$ cat config.mk
export PLATFORM = sky130hd
export DESIGN_NAME = virtual_ds2431_mem_cmd_dispatcher_flat
export DESIGN_NICKNAME = d
export VERILOG_FILES = /design/src/rtl/virtual_ds2431_mem_cmd_dispatcher_if.sv /design/src/rtl/virtual_ds2431_mem_cmd_dispatcher.sv /design/src/flat_wrapper.sv
export SDC_FILE = /design/constraint.sdc
export NUM_CORES = 1
export LEC_CHECK = 0
export CAP_MARGIN = 20
export CELL_PAD_IN_SITES_DETAIL_PLACEMENT = 0
export CELL_PAD_IN_SITES_GLOBAL_PLACEMENT = 2
export CORE_MARGIN = 2
export CORE_UTILIZATION = 27
export DETAILED_ROUTE_END_ITERATION = 8
export GPL_TIMING_DRIVEN = 0
export HOLD_SLACK_MARGIN = 0.06
export PLACE_DENSITY_LB_ADDON = 0.1
export SYNTH_ARGS = -nofsm -noshare
export SYNTH_HDL_FRONTEND = slang
export SYNTH_SLANG_ARGS = --single-unit
$ cat constraint.sdc
create_clock -name clk -period 1.9 [get_ports clk]
set_input_delay 0.38 -clock clk [delete_from_list [all_inputs] [get_ports clk]]
set_output_delay 0.38 -clock clk [all_outputs]
set_load 0.01 [all_outputs]
$ cat src/rtl/virtual_ds2431_mem_cmd_dispatcher_if.sv
// Byte-link, engine-fabric and status bundle for the DS2431 memory-function sequencer.
// Latency: wires only. Backpressure: none; the link handshake is transTrig out, ByteTransDone back.
// master = dispatcher side, slave = link layer / engines / testbench side.
interface virtual_ds2431_mem_cmd_dispatcher_if;
  // line / ROM layer -> dispatcher
  logic        endCmd;         // bus reset / abort pulse
  logic        startTrig;      // ROM layer hands the bus over
  logic [7:0]  receiveDat;     // received byte, valid with ByteTransDone
  logic        ByteTransDone;  // link finished current byte
  // dispatcher -> link
  logic [7:0]  sentDat;
  logic        transTrig;
  logic        nRxTx;          // 0 = receive, 1 = transmit
  // dispatcher -> engines
  logic [7:0]  TA1;
  logic [7:0]  TA2;
  logic [3:0]  cmdRunTrig;     // one-hot engine start
  // engines -> dispatcher (engine i in lane i)
  logic [31:0] eSentDat;
  logic [3:0]  eTransTrig;
  logic [3:0]  eNRxTx;
  logic [3:0]  eCmdDone;
  logic [3:0]  eCmdFailed;
  // status
  logic        busy;
  logic        memDone;
  logic        memFailed;

  modport master (
    input  endCmd, startTrig, receiveDat, ByteTransDone,
    input  eSentDat, eTransTrig, eNRxTx, eCmdDone, eCmdFailed,
    output sentDat, transTrig, nRxTx, TA1, TA2, cmdRunTrig,
    output busy, memDone, memFailed
  );

  modport slave (
    output endCmd, startTrig, receiveDat, ByteTransDone,
    output eSentDat, eTransTrig, eNRxTx, eCmdDone, eCmdFailed,
    input  sentDat, transTrig, nRxTx, TA1, TA2, cmdRunTrig,
    input  busy, memDone, memFailed
  );
endinterface

$ cat src/rtl/virtual_ds2431_mem_cmd_dispatcher.sv
// Memory-function sequencer: receives command + TA1/TA2 bytes, starts one sub-command engine, muxes the byte link to it.
// Latency: startTrig -> transTrig 1 cycle; last ByteTransDone -> cmdRunTrig next cycle; engine done -> memDone next cycle.
// Backpressure: waits indefinitely per byte on ByteTransDone, bounded by a watchdog of 2^WDOG_W-1 cycles; endCmd aborts anywhere.
// Ports: clk, nRst (async active-low); bus (master modport) carries link, engine fabric, TA bytes and status.
module virtual_ds2431_mem_cmd_dispatcher #(
  parameter logic [7:0] CMD_WRITE_SP = 8'h0F,
  parameter logic [7:0] CMD_READ_SP  = 8'hAA,
  parameter logic [7:0] CMD_COPY_SP  = 8'h55,
  parameter logic [7:0] CMD_READ_MEM = 8'hF0,
  parameter int         WDOG_W       = 20
) (
  input logic clk,
  input logic nRst,
  virtual_ds2431_mem_cmd_dispatcher_if.master bus
);

  typedef enum logic [3:0] {
    ST_IDLE, ST_RX_CMD, ST_W_CMD, ST_RX_TA1, ST_W_TA1,
    ST_RX_TA2, ST_W_TA2, ST_RUN, ST_FAIL
  } state_t;

  localparam logic [WDOG_W-1:0] WDOG_MAX = '1;
  localparam logic [WDOG_W-1:0] WDOG_ONE = WDOG_W'(1);

  state_t            state, stateNext;
  logic [1:0]        sel;
  logic [7:0]        ta1, ta2;
  logic [WDOG_W-1:0] wdog;
  logic              wdogExpire;
  logic              watched;
  logic              runFirst;
  logic              memDoneQ;
  logic              cmdNeedsAddr;
  logic              engDone, engFailed;

  assign cmdNeedsAddr = (bus.receiveDat == CMD_WRITE_SP) ||
                        (bus.receiveDat == CMD_COPY_SP)  ||
                        (bus.receiveDat == CMD_READ_MEM);

  assign watched = (state == ST_W_CMD) || (state == ST_W_TA1) ||
                   (state == ST_W_TA2) || (state == ST_RUN);

  // The counter would step onto all-ones at this edge: leave the state now,
  // so a silent link holds a wait state for exactly 2^WDOG_W-1 cycles.
  assign wdogExpire = watched && (wdog == (WDOG_MAX - WDOG_ONE));

  assign engDone   = bus.eCmdDone[sel];
  assign engFailed = bus.eCmdFailed[sel];

  function automatic logic [1:0] engineIdx(input logic [7:0] op);
    if (op == CMD_READ_SP)       return 2'd1;
    else if (op == CMD_COPY_SP)  return 2'd2;
    else if (op == CMD_READ_MEM) return 2'd3;
    else                         return 2'd0;
  endfunction

  // state register
  always_ff @(posedge clk or negedge nRst) begin
    if (!nRst) state <= ST_IDLE;
    else       state <= stateNext;
  end

  // next-state logic
  always_comb begin
    stateNext = state;
    case (state)
      ST_IDLE:   if (bus.startTrig) stateNext = ST_RX_CMD;
      ST_RX_CMD: stateNext = ST_W_CMD;
      ST_W_CMD: begin
        if (bus.ByteTransDone) begin
          if (cmdNeedsAddr)                        stateNext = ST_RX_TA1;
          else if (bus.receiveDat == CMD_READ_SP)  stateNext = ST_RUN;
          else                                     stateNext = ST_FAIL;
        end else if (wdogExpire) begin
          stateNext = ST_FAIL;
        end
      end
      ST_RX_TA1: stateNext = ST_W_TA1;
      ST_W_TA1: begin
        if (bus.ByteTransDone)   stateNext = ST_RX_TA2;
        else if (wdogExpire)     stateNext = ST_FAIL;
      end
      ST_RX_TA2: stateNext = ST_W_TA2;
      ST_W_TA2: begin
        if (bus.ByteTransDone)   stateNext = ST_RUN;
        else if (wdogExpire)     stateNext = ST_FAIL;
      end
      ST_RUN: begin
        // failure beats a simultaneous done
        if (engFailed)                                stateNext = ST_FAIL;
        else if (engDone)                             stateNext = ST_IDLE;
        else if (!bus.ByteTransDone && wdogExpire)    stateNext = ST_FAIL;
      end
      ST_FAIL:   stateNext = ST_IDLE;
      default:   stateNext = ST_IDLE;
    endcase
    // abort overrides every transition, including a same-cycle start or byte
    if (bus.endCmd) stateNext = ST_IDLE;
  end

  // datapath: address latches, engine select, watchdog, registered pulses
  always_ff @(posedge clk or negedge nRst) begin
    if (!nRst) begin
      ta1      <= '0;
      ta2      <= '0;
      sel      <= '0;
      wdog     <= '0;
      runFirst <= 1'b0;
      memDoneQ <= 1'b0;
    end else begin
      memDoneQ <= (state == ST_RUN) && !bus.endCmd && !engFailed && engDone;
      runFirst <= (stateNext == ST_RUN) && (state != ST_RUN);

      if (bus.ByteTransDone && !bus.endCmd) begin
        case (state)
          ST_W_CMD: sel <= engineIdx(bus.receiveDat);
          ST_W_TA1: ta1 <= bus.receiveDat;
          ST_W_TA2: ta2 <= bus.receiveDat;
          default:  ;
        endcase
      end

      // restart on every state change and on link activity; saturate otherwise
      if (!watched || (stateNext != state) || bus.ByteTransDone) wdog <= '0;
      else if (wdog != WDOG_MAX)                                 wdog <= wdog + WDOG_ONE;
    end
  end

  // outputs
  always_comb begin
    bus.sentDat    = '0;
    bus.transTrig  = 1'b0;
    bus.nRxTx      = 1'b0;
    bus.cmdRunTrig = '0;
    case (state)
      ST_RX_CMD, ST_RX_TA1, ST_RX_TA2: bus.transTrig = 1'b1;
      ST_RUN: begin
        bus.sentDat   = bus.eSentDat[{sel, 3'b000} +: 8];
        bus.transTrig = bus.eTransTrig[sel];
        bus.nRxTx     = bus.eNRxTx[sel];
        if (runFirst) bus.cmdRunTrig = 4'b0001 << sel;
      end
      default: ;
    endcase
  end

  assign bus.TA1       = ta1;
  assign bus.TA2       = ta2;
  assign bus.busy      = (state != ST_IDLE);
  assign bus.memDone   = memDoneQ;
  assign bus.memFailed = (state == ST_FAIL);

endmodule

$ cat src/flat_wrapper.sv
// flat-port wrapper written by rule: the top's interface ports become plain ports
module virtual_ds2431_mem_cmd_dispatcher_flat 
#(
  parameter logic [7:0] CMD_WRITE_SP = 8'h0F,
  parameter logic [7:0] CMD_READ_SP  = 8'hAA,
  parameter logic [7:0] CMD_COPY_SP  = 8'h55,
  parameter logic [7:0] CMD_READ_MEM = 8'hF0,
  parameter int         WDOG_W       = 20
)
  (clk, nRst, bus_endCmd, bus_startTrig, bus_receiveDat, bus_ByteTransDone, bus_eSentDat, bus_eTransTrig, bus_eNRxTx, bus_eCmdDone, bus_eCmdFailed, bus_sentDat, bus_transTrig, bus_nRxTx, bus_TA1, bus_TA2, bus_cmdRunTrig, bus_busy, bus_memDone, bus_memFailed);
  virtual_ds2431_mem_cmd_dispatcher_if bus_i ();
  input logic clk;
  input logic nRst;
  input wire logic [$bits(bus_i.endCmd)-1:0] bus_endCmd;
  input wire logic [$bits(bus_i.startTrig)-1:0] bus_startTrig;
  input wire logic [$bits(bus_i.receiveDat)-1:0] bus_receiveDat;
  input wire logic [$bits(bus_i.ByteTransDone)-1:0] bus_ByteTransDone;
  input wire logic [$bits(bus_i.eSentDat)-1:0] bus_eSentDat;
  input wire logic [$bits(bus_i.eTransTrig)-1:0] bus_eTransTrig;
  input wire logic [$bits(bus_i.eNRxTx)-1:0] bus_eNRxTx;
  input wire logic [$bits(bus_i.eCmdDone)-1:0] bus_eCmdDone;
  input wire logic [$bits(bus_i.eCmdFailed)-1:0] bus_eCmdFailed;
  output wire logic [$bits(bus_i.sentDat)-1:0] bus_sentDat;
  output wire logic [$bits(bus_i.transTrig)-1:0] bus_transTrig;
  output wire logic [$bits(bus_i.nRxTx)-1:0] bus_nRxTx;
  output wire logic [$bits(bus_i.TA1)-1:0] bus_TA1;
  output wire logic [$bits(bus_i.TA2)-1:0] bus_TA2;
  output wire logic [$bits(bus_i.cmdRunTrig)-1:0] bus_cmdRunTrig;
  output wire logic [$bits(bus_i.busy)-1:0] bus_busy;
  output wire logic [$bits(bus_i.memDone)-1:0] bus_memDone;
  output wire logic [$bits(bus_i.memFailed)-1:0] bus_memFailed;
  assign bus_i.endCmd = bus_endCmd;
  assign bus_i.startTrig = bus_startTrig;
  assign bus_i.receiveDat = bus_receiveDat;
  assign bus_i.ByteTransDone = bus_ByteTransDone;
  assign bus_i.eSentDat = bus_eSentDat;
  assign bus_i.eTransTrig = bus_eTransTrig;
  assign bus_i.eNRxTx = bus_eNRxTx;
  assign bus_i.eCmdDone = bus_eCmdDone;
  assign bus_i.eCmdFailed = bus_eCmdFailed;
  assign bus_sentDat = bus_i.sentDat;
  assign bus_transTrig = bus_i.transTrig;
  assign bus_nRxTx = bus_i.nRxTx;
  assign bus_TA1 = bus_i.TA1;
  assign bus_TA2 = bus_i.TA2;
  assign bus_cmdRunTrig = bus_i.cmdRunTrig;
  assign bus_busy = bus_i.busy;
  assign bus_memDone = bus_i.memDone;
  assign bus_memFailed = bus_i.memFailed;
  virtual_ds2431_mem_cmd_dispatcher #(.CMD_WRITE_SP(CMD_WRITE_SP), .CMD_READ_SP(CMD_READ_SP), .CMD_COPY_SP(CMD_COPY_SP), .CMD_READ_MEM(CMD_READ_MEM), .WDOG_W(WDOG_W)) u_core (.clk(clk), .nRst(nRst), .bus(bus_i));
endmodule
# Word level (Yosys, flattened, before mapping)
# Index checks and enable logic that the tools add are counted.
# totals
output_inout_bits	33
word_cells	83
regBits	44
# classes
reduce_logical	25
addsub	1
n_eq_ne	17
shifts	2
muxes	30
order_cmp	1
# op_table
cell	n
two-way mux 4 bit	13
two-way mux 20 bit	2
case mux 4 bit (8 select lines)	1
indexed part select 32 x 6 -> 8 bit	1
adder 20 x 1 -> 20 bit, second input constant	1
== test 20 bit, second input constant	1
== test 4 x 3 -> 1 bit, second input constant	5
inequality test 20 bit, second input constant	1
== test 8 bit, second input constant	2
binary-select mux 1 bit (select 2 bit)	4
== test 4 x 2 -> 1 bit, second input constant	2
== test 8 x 4 -> 1 bit, second input constant	1
== test 8 x 7 -> 1 bit, second input constant	1
two-way mux 8 bit	1
logical AND 1 bit	7
logical OR 1 bit	7
two-way mux 2 bit	3
AND reduction 2 bit	3
two-way mux 1 bit	5
== test 4 x 1 -> 1 bit, second input constant	1
== test 4 bit, second input constant	1
logical NOT 1 bit	4
logical NOT 4 bit	1
inequality test 4 x 3 -> 1 bit, second input constant	1
other kinds (7)	7

# Longest topological paths before layout
# logic_depth
depth_word	15
mapped_depth	7

# Worst setup path after synthesis
# OpenSTA, ideal clock, no wires.
# synth_timing
kind	flip-flop to flip-flop
start	reg u_core.sel[0]
end	reg u_core.wdog[16]
n_path_buf	2
setup_time_ns	0.129
stages_incl_launch_ff	8
t_required_ns	1.771
t_arrival_ns	1.727
slack_ns	0.044
cell_sequence	dfrtp_1 > buf_6 > inv_2 > mux4_2 > a22o_1 > a31oi_4 > buf_6 > nor4_2
# synth_via
elab_chain_len	10
word_cells_on_any_way	13
cone_classes	eq/ne (1); mux (9); reduce/logical (3)
# synth_rtl
element	line	source
start, declared	virtual_ds2431_mem_cmd_dispatcher.sv:26	logic [1:0] sel;
start signal, assigned	virtual_ds2431_mem_cmd_dispatcher.sv:116	ST_W_CMD: sel <= engineIdx(bus.receiveDat);
binary-select mux 1 bit (select 2 bit)	virtual_ds2431_mem_cmd_dispatcher.sv:47	assign engDone = bus.eCmdDone[sel];
two-way mux 1 bit (not written as such)	virtual_ds2431_mem_cmd_dispatcher.sv:47	
two-way mux 4 bit	virtual_ds2431_mem_cmd_dispatcher.sv:91	else if (engDone) stateNext = ST_IDLE;
two-way mux 4 bit *	virtual_ds2431_mem_cmd_dispatcher.sv:90	if (engFailed) stateNext = ST_FAIL;
case mux 4 bit (8 select lines) *	virtual_ds2431_mem_cmd_dispatcher.sv:66	case (state)
two-way mux 4 bit *	virtual_ds2431_mem_cmd_dispatcher.sv:98	if (bus.endCmd) stateNext = ST_IDLE;
inequality test 4 bit *	virtual_ds2431_mem_cmd_dispatcher.sv:124	if (!watched || (stateNext != state) || bus.ByteTransDone) wdog <= '0;
logical OR 1 bit * (2 in series)	virtual_ds2431_mem_cmd_dispatcher.sv:124	
two-way mux 20 bit or nonzero test 2 bit (tied branches)	-	
end signal, assigned	virtual_ds2431_mem_cmd_dispatcher.sv:125	else if (wdog != WDOG_MAX) wdog <= wdog + WDOG_ONE;
end, declared	virtual_ds2431_mem_cmd_dispatcher.sv:28	logic [WDOG_W-1:0] wdog;
# Every way passes the cells marked *; elsewhere a longest branch is shown, timed or not. The select of a mux whose other input is x is not followed.
# A chain may end at the register's enable or synchronous reset.

# Worst setup path in the final report
# layout_timing
start	reg u_core.sel[0]
end	out bus_sentDat[0]
# layout_via
elab_chain_len	2
# layout_rtl
element	line	source
indexed part select 32 x 6 -> 8 bit	virtual_ds2431_mem_cmd_dispatcher.sv:138	bus.sentDat = bus.eSentDat[{sel, 3'b000} +: 8];
two-way mux 8 bit	virtual_ds2431_mem_cmd_dispatcher.sv:135	case (state)
end, declared	flat_wrapper.sv:23	output wire logic [$bits(bus_i.sentDat)-1:0] bus_sentDat;
# No other way between the ends.

==> flow_metrics.py <==
metrics = {
    "outcome": {
        "outcome": "finished, violations left",
        "violations": "negative setup slack",
    },
    "critical_path": {
        "r2r_setup_slack_ns": -0.21,
        "arrival_ns": 1.76,
        "setup.worst_path.class": "flip-flop to primary output",
        "cp-start-kind": "flip-flop",
        "required_ns": 1.52,
        "cp-end-kind": "primary output",
        "cp_max_fo": 4,
    },
    "synthesis": {
        "yosys.cell_count.top_type": "dfrtp_1",
        "synth_warnings": 0,
        "synthFlopType": "dfrtp_1",
        "avgSynthCellArea_sq_um": 11.6,
        "synth_edf_count": 0,
        "netlist_instances": 256,
        "synth_top_family_by_area": "simple AND/OR/NAND/NOR gates",
        "synth_area_sq_um": 2970,
        "synth_seq_cells": 44,
        "synth_top_area_share_pct": 37.1,
        "synth_xor_area_share_pct": 5.31,
        "synthDistinctLibCells": 60,
        "synth_compound_area_share_pct": 9.78,
        "synth_common_cells": "dfrtp_1 (44), mux2_2 (17), nor3_2 (17)",
        "async_reset_ff_share_pct": 100,
        "synth_area_leaders": "dfrtp_1 (37%), mux4_2 (8.3%), mux2_2 (6.4%)",
        "synth-simple-area-share_pct": 26.3,
        "ys_seq_area_share_pct": 37.1,
        "muxShareOfSynthArea_pct": 16.6,
        "syn_nets": 319,
        "synthAdderAreaFrac_pct": 0.843,
        "yosys.area.top_type": "dfrtp_1",
    },
    "timing": {
        "fin_hold_ws_ns": 0.459,
        "tightest_slew_ns": 0.429,
        "final.period_utilization_pct": 113,
        "setup_viol": 36,
        "fmax_mhz": 467,
        "maxSlewHeadroom_pct": 71.4,
        "drv_slew": 0,
        "hold_viol": 0,
        "min_period_ns": 2.14,
        "rsz0062_at_grt": "yes",
        "worst_slack_ns": -0.243,
        "fin_skew_ns": 0.0102,
    },
    "clocking": {
        "clk_latency_ns": 0.30,
        "cts_num_sinks": 44,
        "cts-buffers-inserted": 5,
        "cts_buffer_depth": 2,
        "cts_root_buf": "clkbuf_8",
        "clk_pin_slew_worst_paths_ns": 0.09,
        "cts_tree": "done",
        "cts_max_level": 2,
    },
    "global_route": {
        "grt_max_degree": 37,
        "antenna_found_initial": 1,
        "grt_pass1_vias": 2829,
        "overflow": 0,
        "grt_use_total_pct": 15.0,
        "grt_pass1_wl_mm": 13.9,
    },
    "cells_and_area": {
        "num-fill-cells": 1036,
        "seq_area_sq_um": 1110,
        "nNetsFinal": 456,
        "fin_util_pct": 43.5,
        "final_cells": 535,
        "drive_gt1_share_pct": 42.9,
        "area_growth_pct": 58.2,
        "multiInputGateArea_sq_um": 1910,
    },
    "drt": {
        "wl_per_cell_um": 15.9,
        "drt-total-wl_mm": 8.49,
        "drt_iter0_markers": 91,
        "ant_nets": 0,
        "avgViaCountPerCell": 4.75,
        "drc": 0,
        "vias": 2541,
        "first_pass_iters": 6,
    },
    "run": {
        "drv_cap": 0,
    },
    "die": {
        "die_h_um": 109,
        "fp.dieW_um": 109,
        "start_util_pct": 27.5,
        "core_area_sq_um": 10800,
        "num_io_pins": 94,
        "rows": 38,
        "dieArea_sq_um": 11900,
    },
    "power": {
        "p_per_area_nw_per_um2": 449,
        "total_leakage_power_nw": 1.87,
        "ir_drop_mv": 0.260,
        "finalPower_mw": 2.11,
    },
    "placement": {
        "dp_cells": 490,
        "dp_hpwl_mm": 6.30,
        "dp_slack_ns": -0.807,
        "gp_congestion": 0.729,
        "portBuffers": 93,
    },
    "hold_path": {
        "hp-class": "primary input to asynchronous set/reset pin",
    },
}
-- what timing repair did --
action / 4_1_cts / 5_1_grt
pin swaps: 19 / 9
endpoints found under the hold margin: 8 / 0
cloned: 1 / 0
hold buffers: 1 / 0
setup buffers: 17 / 19
resized for setup: 115 / 22
setup endpoints to repair: 55 / 44
-- critical path, cell delays in order, from the launching register on --
cell     delay, ns
dfrtp_1       0.39
buf_6         0.13
buf_4         0.13
buf_4         0.12
mux4_2        0.42
and2_4        0.16
buf_6         0.11
-- registers in the layout, indices dropped and copies added, names as in the netlist --
| signal | cells |
|---|---|
| u_core.wdog | 20 |
| u_core.bus.TA1 | 8 |
| u_core.bus.TA2 | 8 |
| u_core.state | 4 |
| u_core.sel | 2 |
| u_core.bus.memDone | 1 |
| u_core.runFirst | 1 |
-- path summary, 6_finish.rpt --
path | from | to | cells past startpoint
hold / removal | nRst | u_core.wdog[3] | 2
max in group asynchronous | nRst | u_core.sel[1] | 3
min in group clk | u_core.bus.TA1[7] | u_core.bus.TA1[7] | 1
hold reg to reg | u_core.bus.TA1[7] | u_core.bus.TA1[7] | 1
setup reg to reg | u_core.sel[0] | u_core.wdog[16] | 9
setup / recovery | u_core.sel[0] | bus_sentDat[0] | 6
-- routing by layer --
| metal | GRT usage, % | up-vias | wire length [um] |
|---|---|---|---|
| li1 | - | 1233 | - |
| met1 | 18.5 | 1248 | 3700 |
| met2 | 26.5 | 53 | 4310 |
| met3 | 3.77 | 7 | 415 |
| met4 | 2.75 | 0 | 59 |
| met5 | 0 | - | 0 |
-- final cells by class --
cell class	instances	share of cell area, %
Timing Repair Buffer	131	26.3
Tap cell	140	3.73
Multi-Input combinational cell	191	40.6
Buffer	13	3.14
Clock buffer	7	1.84
Sequential cell	44	23.6
Antenna cell	1	0.0533
Clock inverter	1	0.160
Inverter	7	0.613
-- power by group --
group / total [mW] / switching (mW) / internal (mW)
sequential: 0.995 / 0.0231 / 0.972
combinational: 0.473 / 0.176 / 0.297
clock: 0.643 / 0.347 / 0.296
-- placed cells by master, fill, tap and decap left out, types with 3 or more instances in the layout --
master | Yosys | final
buf_12 | 0 | 4
buf_2 | 3 | 11
mux4_2 | 11 | 13
and4bb_2 | 3 | 3
clkbuf_8 | 0 | 6
a211oi_1 | 3 | 3
mux2_2 | 17 | 16
o21ai_0 | 7 | 6
xor2_1 | 3 | 3
buf_6 | 5 | 12
buf_8 | 0 | 4
and2_4 | 0 | 6
and4_1 | 3 | 3
nor3_2 | 17 | 21
inv_1 | 6 | 6
nor2_1 | 16 | 14
dfrtp_2 | 0 | 5
xnor2_1 | 15 | 15
nand2_1 | 14 | 13
a31oi_1 | 3 | 3
buf_4 | 1 | 32
a2111oi_2 | 3 | 4
nand3_1 | 8 | 6
nand4_1 | 3 | 3
dfrtp_1 | 44 | 39
and2_1 | 11 | 5
clkdlybuf4s50_1 | 0 | 75
-- stage by stage --
stage | area (sq um) | TNS (ns)
floorplan | 2970 | 0
global placement | 4080 | -73.19
detailed placement | 4090 | -29.78
CTS | 4460 | -6.62
global route | 4700 | -8.70
finish | 4700 | -5.52
-- cell families (layout without fill, tap and decap cells) --
logic type / after synthesis / after routing
adder cells (fa/ha/maj): 2 / 2
flip-flops: 44 / 44
AND/OR/NAND/NOR: 109 / 109
multiplexers: 30 / 30
buffers and inverters: 21 / 159
AO/OA/AOI/OAI: 32 / 32
XOR/XNOR: 18 / 18
other: 0 / 1
Note: power is estimated with default switching activity, not from simulation.
==> edit 1 (config.mk and constraints unchanged) <==
`WDOG_W` is set to 20 in 2 places; all go to 24.
--- a/src/rtl/virtual_ds2431_mem_cmd_dispatcher.sv
+++ b/src/rtl/virtual_ds2431_mem_cmd_dispatcher.sv
@@ -8,5 +8,5 @@
   parameter logic [7:0] CMD_COPY_SP  = 8'h55,
   parameter logic [7:0] CMD_READ_MEM = 8'hF0,
-  parameter int         WDOG_W       = 20
+  parameter int         WDOG_W       = 24
 ) (
   input logic clk,
--- a/src/flat_wrapper.sv
+++ b/src/flat_wrapper.sv
@@ -6,5 +6,5 @@
   parameter logic [7:0] CMD_COPY_SP  = 8'h55,
   parameter logic [7:0] CMD_READ_MEM = 8'hF0,
-  parameter int         WDOG_W       = 20
+  parameter int         WDOG_W       = 24
 )
   (clk, nRst, bus_endCmd, bus_startTrig, bus_receiveDat, bus_ByteTransDone, bus_eSentDat, bus_eTransTrig, bus_eNRxTx, bus_eCmdDone, bus_eCmdFailed, bus_sentDat, bus_transTrig, bus_nRxTx, bus_TA1, bus_TA2, bus_cmdRunTrig, bus_busy, bus_memDone, bus_memFailed);
Formal check against the unedited RTL: same outputs for any inputs over 10 cycles, from zero or initial values and one cycle with nRst low; that may be too few to reach the edited logic, so the function may still have changed.
==> edit 1 against the original RTL <==
Power increased by 14%. Synthesized area increased by 5.7%. Hold slack got worse by 0.35 ns. Sequential cell count increased by 4. Wire length increased by 16%. The flow still finishes with violations (negative setup slack). Clock power increased by 42%. Setup slack improved by 0.033 ns. Critical endpoint is now bus_sentDat[2]. Cell area increased by 12%. Largest power group unchanged.
==> edit 1: results (changes against the original RTL) <==
* Status: finished with violations
* Reg clk slew, reported paths at 0.06 ns (-0.03 ns)
* Final WS setup at -0.2097 ns (+0.03349 ns)
* Place WS at -0.9245 ns (-0.1172 ns)
* TritonRoute pass-1 iters at 4 (-2)
* CP delay by family, top: multiplexers
* Root Driver: clkbuf_16
* Netlist cell types at 52 (-13%)
* DRT Wirelength at 9872 microns (+16%)
* Initial drt markers at 114 (+25%)
* Total chip power at 0.002410 W (+14%)
* Post-synth top cells: dfrtp_1 (48), nor2_1 (25), nor3_2 (21)
* Initial antenna violation count at 0 (-1)
* RePlAce Congestion at 0.7399 (+1.5%)
* First-pass GRT wire length at 15880 microns (+14%)
* Worst-margin pin slew at 0.6173 ns (+0.1879 ns)
* Capture point of the worst reg-to-reg path: u_core.wdog[19]$_DFFE_PN0P_
* P_comb at 0.000449 W (-5.1%)
* Crit path DAT at 1.73 ns (-0.03 ns)
* Crit-path max cell delay at 0.49 ns (+0.07 ns)
* Detailed Place HPWL at 6859 microns (+8.9%)
* Final setup viols at 34 (-5.6%)
* Largest cells by area after synthesis: dfrtp_1 (38%), mux4_2 (9.3%), mux2_2 (6.8%), nor3_2 (6.7%), xnor2_1 (3.9%)
* Final #Nets at 508 (+11%)
* Fin Setup TNS at -5.642 ns (-0.1204 ns)
* Failing checks: negative setup slack
* Largest net degree at the start of global routing at 26 (-30%)
* CP Capture Point: bus_sentDat[2]
* Sequential power at 0.00105 W (+6%)
* Port Buf Inserts at 92 (-1.1%)
* Internal at 0.001829 W (+17%)
* Gr usage total at 15.79% (+0.82 points)
## edit 1: cell types whose count changed after synthesis, sizes merged, moves of 5 or more
| cell | change |
|---|---|
| nor2 | +9 |
| a21oi | +7 |
| nor3 | +7 |
| a2111oi | -5 |
## edit 1: repair_timing
| action | in CTS | in global routing |
|---|---|---|
| resized for setup | 160 | 43 |
| buffers inserted | 36 | 15 |
| hold buffers | 0 | 0 |
| pin swaps | 38 | 22 |
| setup endpoints to repair | 60 | 51 |
| gates cloned | 3 | 0 |
## edit 1: cells by family after synthesis
| logic type | synth area share (%) |
|---|---|
| compound gates | 6.460 |
| xor+xnor | 5.582 |
| fa+ha+maj | 1.116 |
| buf+inv | 4.027 |
| flops | 38.28 |
| mux | 16.15 |
| simple gates | 28.39 |
## edit 1: layout make-up
class	count	area, sq um
Buffer	14	160.2
Tap cell	143	178.9
Clock buffer	7	142.6
Fill cell	1108	6130
Timing Repair Buffer	147	1418
Inverter	8	35.03
Sequential cell	48	1206
Clock inverter	1	7.507
Multi-Input combinational cell	221	2092
## edit 1: metal layers
metal  GRT usage [%]  vias up  part of all wire, %
met5               0        -                    0
li1                -     1388                    -
met4           4.362        0                  1.5
met2           25.09       65                   47
met1           21.58     1391                   46
met3           3.811       11                  4.9
## edit 1: worst register-to-register path: cells and delay by family, from the launching register on
kind | cells | cell delay, ns
compound gates | 1 | 0.21
buf+inv | 3 | 0.42
simple gates | 5 | 0.98
flops | 1 | 0.39
## edit 1: metrics by stage
step / utilization [%] / area (sq um) / cells
final: 46.09 / 5240 / 589
after global routing: 46.09 / 5240 / 589
after CTS: 43.63 / 4961 / 575
after detailed placement: 37.58 / 4273 / 531
after global placement: 37.45 / 4258 / 530
after floorplan: - / 3158 / 295
==> edit 2 (same settings) <==
Without the edit above. Put a register stage on the output `bus.memFailed`. The value now appears one clock later.
--- a/src/rtl/virtual_ds2431_mem_cmd_dispatcher.sv
+++ b/src/rtl/virtual_ds2431_mem_cmd_dispatcher.sv
@@ -149,5 +149,7 @@
   assign bus.busy      = (state != ST_IDLE);
   assign bus.memDone   = memDoneQ;
-  assign bus.memFailed = (state == ST_FAIL);
+  always_ff @(posedge clk) begin
+    bus.memFailed <= (state == ST_FAIL);
+  end
 
 endmodule
Check against the original RTL: not equivalent (Yosys sat finds a counterexample within 4 cycles, from zero or initial values and one cycle with nRst low).
==> edit 2 against the original RTL <==
The run still ends with negative setup slack left. Power up 7.2%. Cell area up 1.6%. Sequential cell count up 1. Wire length up 4.8%. Non-clock buffer count down 6. Setup slack worse by 0.030 ns. Synthesized area up 0.67%. Critical endpoint is now u_core.wdog[16]$_DFFE_PN0P_.
==> edit 2: results (changes against the original RTL) <==
* Place WS at -0.8632 ns (-0.05594 ns)
* Status: finished with violations
* Netlist cell types at 61 (+1.7%)
* Largest cells by area after synthesis: dfrtp_1 (37%), mux4_2 (8.3%), mux2_2 (6.4%), nor3_2 (5.7%), xnor2_1 (4.4%)
* Placed inst area at 4110 sq um (+0.49%)
* Final #Nets at 451 (-1.1%)
* Leakage power at 1.902 nW (+2.0%)
* TritonRoute pass-1 iters at 4 (-2)
* WL/cell at 16.81 microns (+6.0%)
* RePlAce Congestion at 0.7471 (+2.5%)
* Vias per cell at 4.875 (+2.6%)
* Async S/R FF share, synth at 97.78% (-2.2 points)
* Initial drt markers at 69 (-24%)
* Fill cells at 1048 (+1.2%)
* Failing checks: negative setup slack
* IR Drop Worst-Case VDD at 0.3744 mV (+44%)
* Crit-path max cell delay at 0.53 ns (+0.11 ns)
* Antenna cell count at 0 (-1)
* DRT met1 WL at 3627 microns (-2.0%)
* Register area share after synthesis at 37.51% (+0.42 points)
* Crit path DAT at 2.35 ns (+0.59 ns)
* Slew headroom at 62.46% (-8.9 points)
* Final setup viols at 33 (-8.3%)
* Initial antenna violation count at 0 (-1)
* Net count after synthesis at 320 (+0.31%)
* Gr usage total at 15.69% (+0.71 points)
* Final WS setup at -0.2729 ns (-0.02968 ns)
* Vias in the first global route at 2875 (+1.6%)
* First-pass GRT wire length at 14510 microns (+4.3%)
* Routed wl met2 at 4580 microns (+6.2%)
-- edit 2: cell families after synthesis --
family / count (synthesis) / share of synthesized area, %
xor gates and xnor gates: 18 / 5.274
AOI/OAI and AO/OA: 32 / 9.712
and+or+nand+nor: 109 / 26.08
muxes: 30 / 16.45
buffers and inverters: 21 / 4.144
adders and majority gates: 2 / 0.8370
DFF: 45 / 37.51
-- edit 2: cell type report --
cell class | instances | area share [%]
clock inverter | 1 | 0.6291
tap | 140 | 3.670
sequential | 45 | 23.67
timing repair buffer | 125 | 25.22
buffer | 13 | 3.041
multi-input combinational | 191 | 41.36
inverter | 7 | 0.6029
clock buffer | 7 | 1.809
-- edit 2: stage by stage --
step	std cells	setup TNS [ns]	power [W]	hold slack [ns]	util, %
floorplan	257	0	0.001183	0.08441	-
finish	529	-6.220	0.002264	0.06352	44.03
global route	529	-8.456	0.002387	0.08189	44.03
detailed placement	491	-32.19	0.001449	0.4099	37.92
CTS	524	-6.350	0.002298	0.07533	42.39
global placement	490	-73.37	0.001442	0.4909	37.78
-- edit 2: metal layers --
layer | vias up | GRT usage [%]
li1 | 1226 | -
met5 | - | 0
met3 | 14 | 4.603
met2 | 75 | 27.68
met4 | 0 | 4.250
met1 | 1264 | 18.53
-- edit 2: worst paths after layout --
check / startpoint / endpoint / slack [ns] / cells past startpoint
setup / recovery: u_core.sel[0]$_DFFE_PN0P_ / u_core.wdog[16]$_DFFE_PN0P_ / -0.27 / 9
hold / removal: nRst / u_core.wdog[3]$_DFFE_PN0P_ / 0.06 / 1
setup reg to reg: u_core.sel[0]$_DFFE_PN0P_ / u_core.wdog[16]$_DFFE_PN0P_ / -0.27 / 9
hold reg to reg: u_core.bus.TA1[4]$_DFFE_PN0P_ / u_core.bus.TA1[4]$_DFFE_PN0P_ / 0.51 / 1
max in group asynchronous: nRst / u_core.state[0]$_DFF_PN0_ / 1.30 / 2
min in group clk: bus_receiveDat[6] / u_core.bus.TA2[6]$_DFFE_PN0P_ / 0.43 / 2
-- edit 2: repair_timing --
| action | 4_1_cts | 5_1_grt |
|---|---|---|
| hold buffers | 0 | 0 |
| setup endpoints to repair | 53 | 39 |
| buffers inserted | 24 | 7 |
| pin swaps | 16 | 14 |
| gates resized for setup | 114 | 39 |
| gates cloned | 2 | 0 |
-- edit 2: power breakdown --
part / switching [W] / internal (W) / total, W
combinational: 0.000185 / 0.000288 / 0.000473
sequential: 0.0000262 / 0.000993 / 0.00102
clock: 0.000342 / 0.000430 / 0.000771
total: 0.000553 / 0.00171 / 0.00226
